<file path="src/rtl/sim_watchdog_ctrl.sv">
// Multi-core commit watchdog: per-core stuck counters, round-robin trip
// reporting over a valid/ready channel and a sticky finish request.
module sim_watchdog_ctrl #(
  parameter int               NUM_CORES     = 2,
  parameter int               CNT_W         = 64,
  parameter logic [CNT_W-1:0] DEFAULT_LIMIT = CNT_W'(15000)
) (
  input  logic                 clock,
  input  logic                 reset,
  input  logic [NUM_CORES-1:0] commit_valid,
  input  logic                 cfg_valid,
  input  logic [CNT_W-1:0]     cfg_limit,
  input  logic                 cfg_enable,
  output logic [NUM_CORES-1:0] core_tripped,
  output logic                 rpt_valid,
  input  logic                 rpt_ready,
  output logic [3:0]           rpt_core_id,
  output logic [CNT_W-1:0]     rpt_limit,
  output logic [CNT_W-1:0]     rpt_stamp,
  output logic                 finish_req
);

  typedef enum logic [1:0] {
    WAIT_FIRST,
    RUNNING,
    TRIPPED,
    REPORTED
  } core_st_t;

  core_st_t         st         [NUM_CORES];
  logic [CNT_W-1:0] cnt        [NUM_CORES];
  logic [CNT_W-1:0] trip_limit [NUM_CORES];
  logic [CNT_W-1:0] trip_stamp [NUM_CORES];

  logic [CNT_W-1:0] limit;
  logic [CNT_W-1:0] stamp;
  logic             enable;
  logic [3:0]       rr_ptr;

  logic             hs;
  logic             disarm;
  logic             gnt_found;
  logic [3:0]       gnt_id;
  logic [CNT_W-1:0] gnt_limit;
  logic [CNT_W-1:0] gnt_stamp;

  assign hs     = rpt_valid && rpt_ready;
  assign disarm = cfg_valid && !cfg_enable;

  // Tripped view: a core stays flagged once it has tripped, reported or not.
  always_comb begin
    core_tripped = '0;
    for (int i = 0; i < NUM_CORES; i++) begin
      core_tripped[i] = (st[i] == TRIPPED) || (st[i] == REPORTED);
    end
  end

  // Round-robin pick: first TRIPPED core at or after the pointer.
  always_comb begin
    gnt_found = 1'b0;
    gnt_id    = '0;
    gnt_limit = '0;
    gnt_stamp = '0;
    for (int k = 0; k < NUM_CORES; k++) begin
      for (int i = 0; i < NUM_CORES; i++) begin
        if (!gnt_found && st[i] == TRIPPED &&
            i == (int'(rr_ptr) + k) % NUM_CORES) begin
          gnt_found = 1'b1;
          gnt_id    = 4'(i);
          gnt_limit = trip_limit[i];
          gnt_stamp = trip_stamp[i];
        end
      end
    end
  end

  // Free-running stamp and runtime configuration registers.
  always_ff @(posedge clock or negedge reset) begin
    if (!reset) begin
      stamp  <= '0;
      limit  <= DEFAULT_LIMIT;
      enable <= 1'b1;
    end else begin
      stamp <= stamp + 1'b1;
      if (cfg_valid) begin
        limit  <= cfg_limit;
        enable <= cfg_enable;
      end
    end
  end

  // Per-core liveness FSMs; a completed handshake retires the granted core.
  always_ff @(posedge clock or negedge reset) begin
    if (!reset) begin
      for (int i = 0; i < NUM_CORES; i++) begin
        st[i]         <= WAIT_FIRST;
        cnt[i]        <= DEFAULT_LIMIT;
        trip_limit[i] <= '0;
        trip_stamp[i] <= '0;
      end
    end else begin
      for (int i = 0; i < NUM_CORES; i++) begin
        if (st[i] == REPORTED) begin
          st[i] <= REPORTED;
        end else if (hs && rpt_core_id == 4'(i) && st[i] == TRIPPED) begin
          st[i] <= REPORTED;
        end else if (disarm) begin
          st[i]  <= WAIT_FIRST;
          cnt[i] <= limit;
        end else begin
          unique case (st[i])
            WAIT_FIRST: begin
              cnt[i] <= limit;
              if (commit_valid[i] && enable) st[i] <= RUNNING;
            end
            RUNNING: begin
              if (commit_valid[i]) begin
                cnt[i] <= limit;
              end else if (cnt[i] == '0) begin
                st[i]         <= TRIPPED;
                trip_limit[i] <= limit;
                trip_stamp[i] <= stamp;
              end else begin
                cnt[i] <= cnt[i] - 1'b1;
              end
            end
            default: st[i] <= st[i];
          endcase
        end
      end
    end
  end

  // Report channel: hold one grant until accepted, then a one-cycle gap.
  always_ff @(posedge clock or negedge reset) begin
    if (!reset) begin
      rpt_valid   <= 1'b0;
      rpt_core_id <= '0;
      rpt_limit   <= '0;
      rpt_stamp   <= '0;
      rr_ptr      <= '0;
      finish_req  <= 1'b0;
    end else if (hs) begin
      rpt_valid  <= 1'b0;
      finish_req <= 1'b1;
      if (rpt_core_id == 4'(NUM_CORES - 1)) rr_ptr <= '0;
      else rr_ptr <= rpt_core_id + 1'b1;
    end else if (disarm) begin
      rpt_valid <= 1'b0;
    end else if (!rpt_valid && gnt_found) begin
      rpt_valid   <= 1'b1;
      rpt_core_id <= gnt_id;
      rpt_limit   <= gnt_limit;
      rpt_stamp   <= gnt_stamp;
    end
  end

endmodule

</file>
<file path="config.mk">
export PLATFORM = sky130hd
export DESIGN_NAME = sim_watchdog_ctrl
export DESIGN_NICKNAME = d
export VERILOG_FILES = /design/src/rtl/sim_watchdog_ctrl.sv
export SDC_FILE = /design/constraint.sdc
export NUM_CORES = 1
export LEC_CHECK = 0
export BUFFER_PORTS_ARGS = -buffer_cell sky130_fd_sc_hd__buf_4
export CORE_ASPECT_RATIO = 1.75
export CORE_MARGIN = 2
export CORE_UTILIZATION = 30
export CTS_CLUSTER_SIZE = 12
export DETAILED_ROUTE_END_ITERATION = 10
export GPL_TIMING_DRIVEN = 1
export SLEW_MARGIN = 25
export SYNTH_ARGS = -nofsm -noshare
export SYNTH_HDL_FRONTEND = slang
export SYNTH_SLANG_ARGS = --single-unit
</file>
<file path="constraint.sdc">
create_clock -name clock -period 7.8 [get_ports clock]
set_clock_uncertainty 0.2 [all_clocks]
set_input_delay 0.78 -clock clock [delete_from_list [all_inputs] [get_ports clock]]
set_output_delay 0.78 -clock clock [all_outputs]
set_load 0.1 [all_outputs]
</file>
==> results.yml, run 1 <==
setup_path:
  rr_worst_depth: 6
  startpoint_type: "register"
  end_kind: "register"
  required_ps: 8110
  r2r-start: "cnt[106]"
  ff2ff_setup_slack_ps: 3570
  arrival_ps: 4540
  r2r_end: "trip_stamp[113]"
  critical_path_class: "register to register"
  critPathMaxFanout: 47
synthesis:
  yosys.area.top_type_share_pct: 55.1
  synth_edf_count: 0
  ys_seq_area_share_pct: 57.1
  yosysTopAreaCell: "dfrtp_1"
  synth_common_cells: "627 x dfrtp_1, 316 x mux2_2, 152 x inv_1"
  synth_area_leaders: "dfrtp_1 55%, mux2_2 12%, a222oi_1 4.5%"
  synth.most_common_cell: "dfrtp_1"
  ys_types: 71
  synth_flop_cell: "dfrtp_1"
  synth_seq_cells: 649
  netlist_instances: 2426
  yosysWarnings: 0
  synth-async-reset-ratio_pct: 100
  synth_area_um2: 28500
  avgSynthCellArea_um2: 11.7
global_routing:
  grt-ovfl-total: 0
  use_met1_pct: 18.2
  grt_max_degree: 162
  grt_pass1_wl_mm: 126
  grt_util_met2_pct: 31.5
  use_met3_pct: 2.82
  grt_pass1_vias: 20900
  grtUsageTotal_pct: 16.8
  grt_most_used_layer: "met2"
  grt_antenna_before_repair: 1
power:
  p_leak_nw: 15.7
  peakVddDrop_mv: 0.187
  p_per_area_nw_per_um2: 224
die:
  core_um2: 94100
  row_count: 149
  die_area_um2: 97500
  start_util_pct: 30.2
  fp.dieH_um: 412
  io_pins: 207
  die_w_um: 237
drt:
  wl_per_cell_um: 21.6
  final_antenna_net_count: 0
  num_vias: 20400
  dr.pass1.iters: 9
  drc: 0
  wirelength_mm: 82.6
  via_per_inst: 5.32
  drt_iter0_markers: 1475
clocking:
  cts_resized: 0
  clk_path_buf_depth: 3
  post_cts_buffers: 0
  cts_buffers: 70
  cts.sinks: 649
  htreeDepth: 3
  path_clk_slew_ps: 60
  hold_buffers: 0
  cts_tree: "done"
  clock_latency_ps: 650
  clock-root-buffer: "clkbuf_16"
placed_design:
  gp_congestion: 0.841
  placed_cell_area_um2: 31100
  dpl.cell_count: 3713
  place_hpwl_mm: 53.0
  portBuffers: 203
run_status:
  run_status: "complete, but fails checks"
  violations: "negative hold slack"
finish:
  nets: 2651
  fillers: 9220
  regArea_um2: 16300
  layoutNonFillerInstCount: 3833
  area_growth_pct: 16.9
  fin_area_um2: 33300
  drive_gt1_share_pct: 26.7
  multiInputGateArea_um2: 10900
sta:
  rsz0062_at_grt: "no"
  timing.hold.ws_ps: -17.9
  drv_slew: 0
  worst_pin_slew_ps: 1030
  tns_ps: 0
  relSlewSlack_pct: 31.5
  layout_min_cycle_time_ps: 4230
  finalHoldViolations: 7
  period_share_pct: 54.2
  setup_violations: 0
  max_freq_ghz: 0.237
worst_hold_path:
  holdCritPathClass: "primary input to async pin"
flow_run:
  maxCapViolations: 0
==> layer usage <==
| layer | part of all wire [%] | vias up |
|---|---|---|
| met5 | 0 | - |
| met4 | 4.4 | 0 |
| met3 | 4.3 | 144 |
| met2 | 54 | 475 |
| met1 | 37 | 10500 |
| li1 | - | 9300 |
==> power by group <==
group          total [mW]  internal (mW)  switching (mW)
clock                3.22           1.83            1.39
combinational       0.498          0.218           0.280
sequential           3.74           3.52           0.220
==> sequential cells by signal (all words and copies together) (netlist names), 4 cells and up <==
signal,flops
rpt_limit,64
rpt_stamp,64
trip_limit,128
stamp,64
cnt,128
trip_stamp,128
limit,64
st,4
==> worst max-delay path, cell delays in order, from the launching register on <==
cell and delay [ps]:
dfrtp_1 450, or4_1 620, nor3_1 550, nand4_1 500, nor4_2 590, buf_4 680, mux2_2 410
==> worst max path at each step <==
stage / slack, ps / depth (start not counted) / startpoint / end
after floorplan: 4450 / 11 / cfg_valid / cnt[92]
after global placement: 3170 / 9 / cfg_valid / cnt[125]
after detailed placement: 3160 / 9 / cfg_valid / cnt[120]
after CTS: 3570 / 6 / cnt[94] / trip_stamp[114]
after global routing: 3360 / 6 / cnt[106] / trip_stamp[120]
final: 3570 / 6 / cnt[106] / trip_stamp[113]
==> cell families (layout without fill, tap and decap cells) <==
kind of cell	count (synthesis)	count (layout)	share of synthesized area, %
compound gates	553	553	13.9
xor+xnor	62	62	1.91
fa+ha+maj	3	3	0.132
buf+inv	313	509	4.82
flops	649	649	57.1
mux	322	322	12.7
other cells	1	4	0.0132
simple gates	523	523	9.40
==> per-stage QoR <==
step                power (mW)  util, %  setup WS (ps)  hold WS, ps
global route              7.77     35.4           3360         57.6
floorplan                 4.03        -           4450          249
CTS                       7.58     35.4           3570         8.12
finish                    7.46     35.4           3570        -17.9
global placement          4.29     33.1           3170          254
detailed placement        4.31     33.1           3160          264
==> area by class of cell <==
cell class                 instances  share of cell area (%)
sequential                       649                    48.9
multi-input combinational       1466                    32.8
clock buffer                     101                    5.94
timing repair buffer             236                    5.57
tap                             1208                    4.54
inverter                         154                    1.75
clock inverter                    18                   0.530
antenna                            1                 0.00752
==> cell usage in the layout (no fill, tap or decap), types with 22 or more instances in the layout <==
cell type,n
dfstp_2,22
xnor2_1,42
a222oi_1,128
o22ai_1,26
a21oi_1,126
o22a_1,29
clkbuf_16,70
o21ai_0,107
nand4_1,34
mux2_2,316
buf_4,229
nand2_1,97
nand3_1,60
dfrtp_1,627
nor3_1,63
nor2_1,130
inv_1,152
nor4_1,33
(Power assumes the default switching activity.)
==> run 2, diff against run 1 <==
- clock period: 7.8 -> 3.85 ns (I/O delays scaled with it)
==> results.yml, run 2 (same netlist as run 1, synthesis figures left out) <==
setup_path:
  required_ps: 4190
  startpoint_type: "register"
  cp_slowest_cell: "or4_1"
  critical_path_class: "register to register"
  critPathMaxFanout: 27
  crit_top_cell: "or4_1"
  cp_slowest_stage_delay_ps: 620
  end_kind: "register"
  crit_chain: "or4_1, or4_4, or4_1, o21a_1, clkinv_2, buf_12, a21oi_1, o22a_1"
  arrival_ps: 3770
global_routing:
  grtUsageTotal_pct: 17.3
  grt_antenna_before_repair: 0
  grt_pass1_vias: 21600
  grt_max_degree: 94
  grt_pass1_wl_mm: 131
  grt-ovfl-total: 0
die:
  die_w_um: 237
  row_count: 149
  core_um2: 94100
  start_util_pct: 30.2
  io_pins: 207
  fp.dieH_um: 412
  die_area_um2: 97500
clocking:
  htreeDepth: 3
  path_clk_slew_ps: 60
  cts.sinks: 649
  clock-root-buffer: "clkbuf_16"
  clock_latency_ps: 670
  cts_tree: "done"
  clk_path_buf_depth: 3
  cts_buffers: 68
power:
  p_comb_share_pct: 7.3
  p_leak_nw: 16.3
  peakVddDrop_mv: 0.399
  p_sw_share_pct: 25.6
  p_int_mw: 11.3
  p_per_area_nw_per_um2: 438
  p_clk_share_pct: 42.7
  p_seq_share_pct: 50.0
  p_sw_mw: 3.88
drt:
  via_per_inst: 5.30
  wl_per_cell_um: 21.2
  num_vias: 20900
  final_antenna_net_count: 0
  wirelength_mm: 83.9
  drc: 0
  drt_iter0_markers: 1507
  dr.pass1.iters: 9
placed_design:
  placed_cell_area_um2: 31800
  place_hpwl_mm: 56.9
  portBuffers: 203
  dp_slack_ps: 431
  gp_congestion: 0.871
finish:
  fillers: 9124
  regArea_um2: 16300
  multiInputGateArea_um2: 10900
  nets: 2773
  layout_commonest_cell: "dfrtp_1"
  top_regs: "cnt (128), trip_limit (128), trip_stamp (128)"
  drive_gt1_share_pct: 27.3
  n_antenna_cell: 0
  most-common-layout-cells: "627 x dfrtp_1, 316 x mux2_2, 265 x buf_4"
  fin_area_um2: 34600
  area_growth_pct: 21.5
sta:
  relSlewSlack_pct: 37.0
  layout_min_cycle_time_ps: 3430
  timing.hold.ws_ps: 119
  fin_ws_ps: 418
  finalHoldViolations: 0
  max_freq_ghz: 0.291
  drv_slew: 0
  worst_pin_slew_ps: 945
  rsz0062_at_grt: "no"
  period_share_pct: 89.1
  setup_violations: 0
  tns_ps: 0
flow_run:
  maxCapViolations: 0
run_status:
  run_status: "completed"
worst_hold_path:
  holdCritPathClass: "primary input to async pin"
[run 2: changes by cell type in the layout (fill, tap and decap cells not counted), moves of 2 or more]
cell / change
buf_12: +19
clkinv_8: +3
inv_6: -3
clkinv_2: -5
buf_4: +36
dlygate4sd3_1: +69
clkbuf_16: -2
[run 2: per-stage QoR]
stage / power (mW) / util, % / instances
CTS: 15.4 / 36.7 / 3948
detailed placement: 8.75 / 33.8 / 3768
global placement: 8.72 / 33.8 / 3768
global route: 15.8 / 36.7 / 3948
finish: 15.1 / 36.7 / 3948
floorplan: 8.17 / - / 2428
[run 2: final cells by class]
cell class / instances / share of cell area, %
Inverter: 154 / 1.67
Clock buffer: 98 / 5.56
Clock inverter: 13 / 0.568
Tap cell: 1208 / 4.37
Sequential cell: 649 / 47.0
Timing Repair Buffer: 360 / 9.24
Multi-Input combinational cell: 1466 / 31.6
[run 2: power groups by stage]
| stage | sequential (mW) | combinational (mW) | clock [mW] |
|---|---|---|---|
| after floorplan | 7.48 | 0.686 | 0 |
| after global placement | 7.68 | 1.04 | 0 |
| after detailed placement | 7.69 | 1.06 | 0 |
| after CTS | 7.57 | 1.12 | 6.67 |
| after global routing | 7.61 | 1.25 | 6.90 |
| final | 7.57 | 1.11 | 6.47 |
[run 2: final timing paths]
check	from	end	slack, ps	cells after the start
setup reg to reg	cnt[14]	cnt[53]	420	8
setup / recovery	cnt[14]	cnt[53]	420	8
max in group asynchronous	reset	limit[36]	2380	3
hold reg to reg	trip_stamp[119]	rpt_stamp[55]	270	2
hold / removal	reset	trip_stamp[77]	120	2
min in group clock	cfg_valid	limit[4]	180	3
[run 2: layer usage]
metal  share of wire, %  global-route usage, %
met1                 37                   18.8
met2                 54                   32.5
met3                4.0                   2.77
met4                4.5                   8.51
met5                  0                      0
[run 2: repair_timing]
| item | CTS | global route |
|---|---|---|
| setup buffers | 0 | 0 |
| hold buffers | 69 | 0 |
| setup endpoints to repair | 0 | 0 |
| hold endpoints to repair | 126 | 0 |
| resized for setup | 0 | 0 |
[run 2: critical path, delay by kind of cell, from the launching register on]
| family | cells | cell delay [ps] |
|---|---|---|
| AO/OA/AOI/OAI | 3 | 490 |
| buffers and inverters | 2 | 460 |
| AND/OR/NAND/NOR | 3 | 1720 |
| flip-flops | 1 | 420 |
